==> src/rtl/frv_dmem_arbiter_if.sv <==
// Single data-memory bus: the master issues requests, the slave answers with stall/error/rdata.
interface frv_dmem_arbiter_if;
  localparam int unsigned AW = 32;
  localparam int unsigned DW = 32;
  localparam int unsigned SW = 4;

  logic          cen;
  logic          wen;
  logic [SW-1:0] strb;
  logic [AW-1:0] addr;
  logic [DW-1:0] wdata;
  logic          stall;
  logic          error;
  logic [DW-1:0] rdata;

  modport master (output cen, wen, strb, addr, wdata, input  stall, error, rdata);
  modport slave  (input  cen, wen, strb, addr, wdata, output stall, error, rdata);
endinterface

==> src/rtl/frv_dmem_arbiter.sv <==
// Two-master arbiter for the core data memory port: fixed priority to port 0,
// grant held across stalls, starvation counter promotes port 1.
module frv_dmem_arbiter #(
  parameter int unsigned STARVE_LIMIT = 8,
  parameter int unsigned CW           = 4
) (
  input  logic                      g_clk,
  input  logic                      g_reset,
  frv_dmem_arbiter_if.slave         p0,
  frv_dmem_arbiter_if.slave         p1,
  frv_dmem_arbiter_if.master        dmem,
  output logic [1:0]                arb_owner
);

  // Encoding doubles as the {locked, owner} trace value.
  localparam logic [1:0] IDLE  = 2'b00;
  localparam logic [1:0] LOCK0 = 2'b10;
  localparam logic [1:0] LOCK1 = 2'b11;

  localparam logic [CW-1:0] LIMIT   = CW'(STARVE_LIMIT);
  localparam logic [CW-1:0] CTR_MAX = {CW{1'b1}};

  logic [1:0]    state_q, state_d;
  logic [CW-1:0] starve_ctr_q, starve_ctr_d;
  logic          gnt0, gnt1;

  always_ff @(posedge g_clk) begin
    if (g_reset) begin
      state_q      <= IDLE;
      starve_ctr_q <= '0;
    end else begin
      state_q      <= state_d;
      starve_ctr_q <= starve_ctr_d;
    end
  end

  // Grant selection; a locked port keeps the grant only while it still requests.
  always_comb begin
    gnt0    = 1'b0;
    gnt1    = 1'b0;
    state_d = IDLE;
    if (!g_reset) begin
      case (state_q)
        LOCK0:   gnt0 = p0.cen;
        LOCK1:   gnt1 = p1.cen;
        default: begin
          gnt1 = p1.cen && (!p0.cen || (starve_ctr_q >= LIMIT));
          gnt0 = p0.cen && !gnt1;
        end
      endcase
    end
    if (gnt0 && dmem.stall) begin
      state_d = LOCK0;
    end else if (gnt1 && dmem.stall) begin
      state_d = LOCK1;
    end
  end

  always_comb begin
    starve_ctr_d = '0;
    if (p1.cen && !gnt1) begin
      starve_ctr_d = (starve_ctr_q == CTR_MAX) ? CTR_MAX : starve_ctr_q + CW'(1);
    end
  end

  // Request mux towards memory.
  always_comb begin
    dmem.cen   = 1'b0;
    dmem.wen   = 1'b0;
    dmem.strb  = '0;
    dmem.addr  = '0;
    dmem.wdata = '0;
    if (gnt0) begin
      dmem.cen   = 1'b1;
      dmem.wen   = p0.wen;
      dmem.strb  = p0.strb;
      dmem.addr  = p0.addr;
      dmem.wdata = p0.wdata;
    end else if (gnt1) begin
      dmem.cen   = 1'b1;
      dmem.wen   = p1.wen;
      dmem.strb  = p1.strb;
      dmem.addr  = p1.addr;
      dmem.wdata = p1.wdata;
    end
  end

  // Response demux; a waiting requester sees stall, everyone stalls in reset.
  always_comb begin
    p0.stall = gnt0 ? dmem.stall : (p0.cen || g_reset);
    p0.error = gnt0 && dmem.error;
    p0.rdata = gnt0 ? dmem.rdata : '0;
    p1.stall = gnt1 ? dmem.stall : (p1.cen || g_reset);
    p1.error = gnt1 && dmem.error;
    p1.rdata = gnt1 ? dmem.rdata : '0;
  end

  assign arb_owner = state_q;

endmodule

==> src/flat_wrapper.sv <==
// flat-port wrapper written by rule: the top's interface ports become plain ports
module frv_dmem_arbiter_flat 
#(
  parameter int unsigned STARVE_LIMIT = 8,
  parameter int unsigned CW           = 4
)
  (g_clk, g_reset, arb_owner, p0_cen, p0_wen, p0_strb, p0_addr, p0_wdata, p0_stall, p0_error, p0_rdata, p1_cen, p1_wen, p1_strb, p1_addr, p1_wdata, p1_stall, p1_error, p1_rdata, dmem_cen, dmem_wen, dmem_strb, dmem_addr, dmem_wdata, dmem_stall, dmem_error, dmem_rdata);
  frv_dmem_arbiter_if p0_i ();
  frv_dmem_arbiter_if p1_i ();
  frv_dmem_arbiter_if dmem_i ();
  input  logic g_clk;
  input  logic g_reset;
  output logic [1:0] arb_owner;
  input wire logic [$bits(p0_i.cen)-1:0] p0_cen;
  input wire logic [$bits(p0_i.wen)-1:0] p0_wen;
  input wire logic [$bits(p0_i.strb)-1:0] p0_strb;
  input wire logic [$bits(p0_i.addr)-1:0] p0_addr;
  input wire logic [$bits(p0_i.wdata)-1:0] p0_wdata;
  output wire logic [$bits(p0_i.stall)-1:0] p0_stall;
  output wire logic [$bits(p0_i.error)-1:0] p0_error;
  output wire logic [$bits(p0_i.rdata)-1:0] p0_rdata;
  input wire logic [$bits(p1_i.cen)-1:0] p1_cen;
  input wire logic [$bits(p1_i.wen)-1:0] p1_wen;
  input wire logic [$bits(p1_i.strb)-1:0] p1_strb;
  input wire logic [$bits(p1_i.addr)-1:0] p1_addr;
  input wire logic [$bits(p1_i.wdata)-1:0] p1_wdata;
  output wire logic [$bits(p1_i.stall)-1:0] p1_stall;
  output wire logic [$bits(p1_i.error)-1:0] p1_error;
  output wire logic [$bits(p1_i.rdata)-1:0] p1_rdata;
  output wire logic [$bits(dmem_i.cen)-1:0] dmem_cen;
  output wire logic [$bits(dmem_i.wen)-1:0] dmem_wen;
  output wire logic [$bits(dmem_i.strb)-1:0] dmem_strb;
  output wire logic [$bits(dmem_i.addr)-1:0] dmem_addr;
  output wire logic [$bits(dmem_i.wdata)-1:0] dmem_wdata;
  input wire logic [$bits(dmem_i.stall)-1:0] dmem_stall;
  input wire logic [$bits(dmem_i.error)-1:0] dmem_error;
  input wire logic [$bits(dmem_i.rdata)-1:0] dmem_rdata;
  assign p0_i.cen = p0_cen;
  assign p0_i.wen = p0_wen;
  assign p0_i.strb = p0_strb;
  assign p0_i.addr = p0_addr;
  assign p0_i.wdata = p0_wdata;
  assign p0_stall = p0_i.stall;
  assign p0_error = p0_i.error;
  assign p0_rdata = p0_i.rdata;
  assign p1_i.cen = p1_cen;
  assign p1_i.wen = p1_wen;
  assign p1_i.strb = p1_strb;
  assign p1_i.addr = p1_addr;
  assign p1_i.wdata = p1_wdata;
  assign p1_stall = p1_i.stall;
  assign p1_error = p1_i.error;
  assign p1_rdata = p1_i.rdata;
  assign dmem_cen = dmem_i.cen;
  assign dmem_wen = dmem_i.wen;
  assign dmem_strb = dmem_i.strb;
  assign dmem_addr = dmem_i.addr;
  assign dmem_wdata = dmem_i.wdata;
  assign dmem_i.stall = dmem_stall;
  assign dmem_i.error = dmem_error;
  assign dmem_i.rdata = dmem_rdata;
  frv_dmem_arbiter #(.STARVE_LIMIT(STARVE_LIMIT), .CW(CW)) u_core (.g_clk(g_clk), .g_reset(g_reset), .p0(p0_i), .p1(p1_i), .dmem(dmem_i), .arb_owner(arb_owner));
endmodule
==> config.mk <==
export PLATFORM = sky130hd
export DESIGN_NAME = frv_dmem_arbiter_flat
export DESIGN_NICKNAME = d
export VERILOG_FILES = /design/src/rtl/frv_dmem_arbiter_if.sv /design/src/rtl/frv_dmem_arbiter.sv /design/src/flat_wrapper.sv
export SDC_FILE = /design/constraint.sdc
export NUM_CORES = 1
export LEC_CHECK = 0
export ABC_AREA = 1
export CORE_AREA = 2 2 122 124
export DETAILED_ROUTE_END_ITERATION = 6
export DIE_AREA = 0 0 124 126
export GPL_TIMING_DRIVEN = 0
export PLACE_DENSITY = 0.5
export SLEW_MARGIN = 20
export SYNTH_ARGS = -nofsm -noshare
export SYNTH_HDL_FRONTEND = slang
export SYNTH_SLANG_ARGS = --single-unit
==> constraint.sdc <==
create_clock -name g_clk -period 3.5 [get_ports g_clk]
set_input_delay 0.35 -clock g_clk [delete_from_list [all_inputs] [get_ports g_clk]]
set_output_delay 0.35 -clock g_clk [all_outputs]
set_load 0.03 [all_outputs]
==> impl_metrics.ini <==
[die]
die-area_sq_mm = 0.0156
ios = 316
core_sq_mm = 0.0143
fp.dieH_microns = 126
std_cell_rows = 44
initial_core_util_pct = 13.0
dieWidth_microns = 124

[global_routing]
grt_pass1_vias = 3695
overflow = 0
grt_max_degree = 11
grt_usage_pct = 17.0
grt_pass1_wl_mm = 20.2
antenna_found_initial = 0

[power]
finalPower_w = 0.000969
ir_worst_vdd_v = 0.000113
p_leak_nw = 2.42
p_per_area_mw_per_mm2 = 182

[final_layout]
area_growth_pct = 186
final_cell_area_sq_mm = 0.00532
final_util_pct = 37.2
diodes = 0
final_nets = 897
drive_above_1_share_pct = 5.30
finalNonFillerCells = 901

[routing]
routedWlPerCell_microns = 16.1
drt_iter0_markers = 136
routed_wl_mm = 14.5
drt_first_pass_iters = 4
via_per_inst = 4.29
drtAntennaViolNets = 0
drc = 0
via_count = 3867

[setup_path]
max_stage_delay_ns = 0.71
cp_common_cell = clkdlybuf4s50_1
arrival_ns = 2.70
path_max_fanout = 10
critical_path.endpoint_type = primary output
crit_chain = clkdlybuf4s50_1 -> inv_2 -> nand2_1 -> nor2_4 -> nand2_4 -> buf_2 -> nor2_1 -> clkdlybuf4s50_1
crit_cells = 8
reg2reg_depth = 7
critPathRequiredTime_ns = 3.15
worstPathBufferInverterCount = 4
cp-start-kind = input port
crit_type = input port to primary output
cpLargestDelayFamily = buffers and inverters
slowest_stage = clkdlybuf4s50_1

[synth]
syn_inst = 399
synth_seq_area_share_pct = 6.46
syn_area_per_cell_sq_um = 4.66
ys_ff_latch = 6
synth_nets = 577
synth_area_sq_mm = 0.00186
ys_types = 15
yosysWarnings = 0

[clocking]
clkTransAtPathRegs_ns = 0.03
cts.hold.buffers_added = 0
cts_tree = done
cts_root_buf = clkbuf_16
post_cts_buffers = 0
cts_resized = 0
cts_made_buffers = 3
clk_path_buf_depth = 2
htree_num_levels = 1
worstSkewPairLatency_ns = 0.23
clock_sinks = 6

[place]
dp_hpwl_mm = 12.2
routabilityCongestion = 0.896
place_inst = 898
placed_area_sq_mm = 0.00524
io_buffers = 315

[timing]
skew_ns = 0.00173
worst_pin_slew_ns = 0.536
period_share_pct = 87.1
finalSetupViolations = 0
maxSlewViolCount = 0
grt_setup_unrepaired = no
hold_viol_final = 0
fin_crit_ns = 3.05
fmax_mhz = 328
tns_ns = 0
slew_headroom_pct = 64.3

[status]
status = complete, no violations

[worst_hold_path]
min_path_type = register to register
hold_depth = 3

[flow_run]
max_cap_violations = 0
## cell usage after synthesis
cell type	n	share of area, %
buf_2	25	6.7
clkbuf_1	7	1.4
nor2_1	74	15
nand3_1	144	39
or2_2	1	0.34
inv_2	2	0.40
nand2_4	1	0.61
nor2_4	1	0.61
dfxtp_1	6	6.5
nand2_2	2	0.67
inv_1	43	8.7
buf_4	3	1.2
nand2_1	86	17
ha_1	2	1.3
o21ai_0	2	0.54
## stage by stage
stage / hold WS [ns] / setup slack (ns)
after detailed placement: 0.530 / 0.417
final: 0.531 / 0.451
after floorplan: 0.496 / 1.57
after global placement: 0.516 / 0.409
after global routing: 0.567 / 0.264
after CTS: 0.540 / 0.400
## final cells by class
class	instances	area [sq um]
buffer	35	174
clock buffer	3	75.1
fill	1522	8990
inverter	45	169
multi-input combinational	313	1400
sequential	6	120
tap	184	230
timing repair buffer	315	3150
## cells by family after synthesis
kind of cell / share of synthesized area [%]
AND/OR/NAND/NOR: 73.2
buffers and inverters: 18.4
flip-flops: 6.46
AO/OA/AOI/OAI: 0.538
adder cells (fa/ha/maj): 1.34
## tightest hold or removal path: cells and delay by family (launching register included)
family | cells | cell delay (ns)
AND/OR/NAND/NOR | 2 | 0.14
buffers and inverters | 1 | 0.04
flip-flops | 1 | 0.31
## path summary, 6_finish.rpt
| kind | to | start | slack (ns) |
|---|---|---|---|
| hold / removal | u_core.starve_ctr_q[0] | u_core.starve_ctr_q[0] | 0.53 |
| hold reg to reg | u_core.starve_ctr_q[0] | u_core.starve_ctr_q[0] | 0.53 |
| setup / recovery | p0_rdata[8] | g_reset | 0.45 |
| setup reg to reg | u_core.arb_owner[1] | u_core.arb_owner[1] | 2.08 |
## routing by layer
layer	share of wire [%]	global-route usage [%]	up-vias
li1	-	-	1902
met1	37	17.8	1752
met2	51	33.1	204
met3	11	5.03	9
met4	0.95	2.71	0
met5	0	0	-
## cell usage in the layout (no fill, tap or decap), drive strengths merged
| master | count |
|---|---|
| clkbuf | 10 |
| or2 | 1 |
| clkdlybuf4s50 | 315 |
| dfxtp | 6 |
| o21ai | 2 |
| buf | 28 |
| nand2 | 89 |
| ha | 2 |
| nor2 | 75 |
| nand3 | 144 |
| inv | 45 |
## where the power goes
group,leakage (nW),internal (W),switching [W]
clock,0.0370,0.000147,0.0000383
sequential,0.0488,0.0000710,0.00000154
combinational,2.33,0.000349,0.000362
total,2.42,0.000567,0.000402
## sequential cells by signal (all words and copies together), names as in the netlist
| register | cells |
|---|---|
| u_core.starve_ctr_q | 4 |
| u_core.arb_owner | 2 |
No activity file was read; power rests on OpenSTA's default activity.
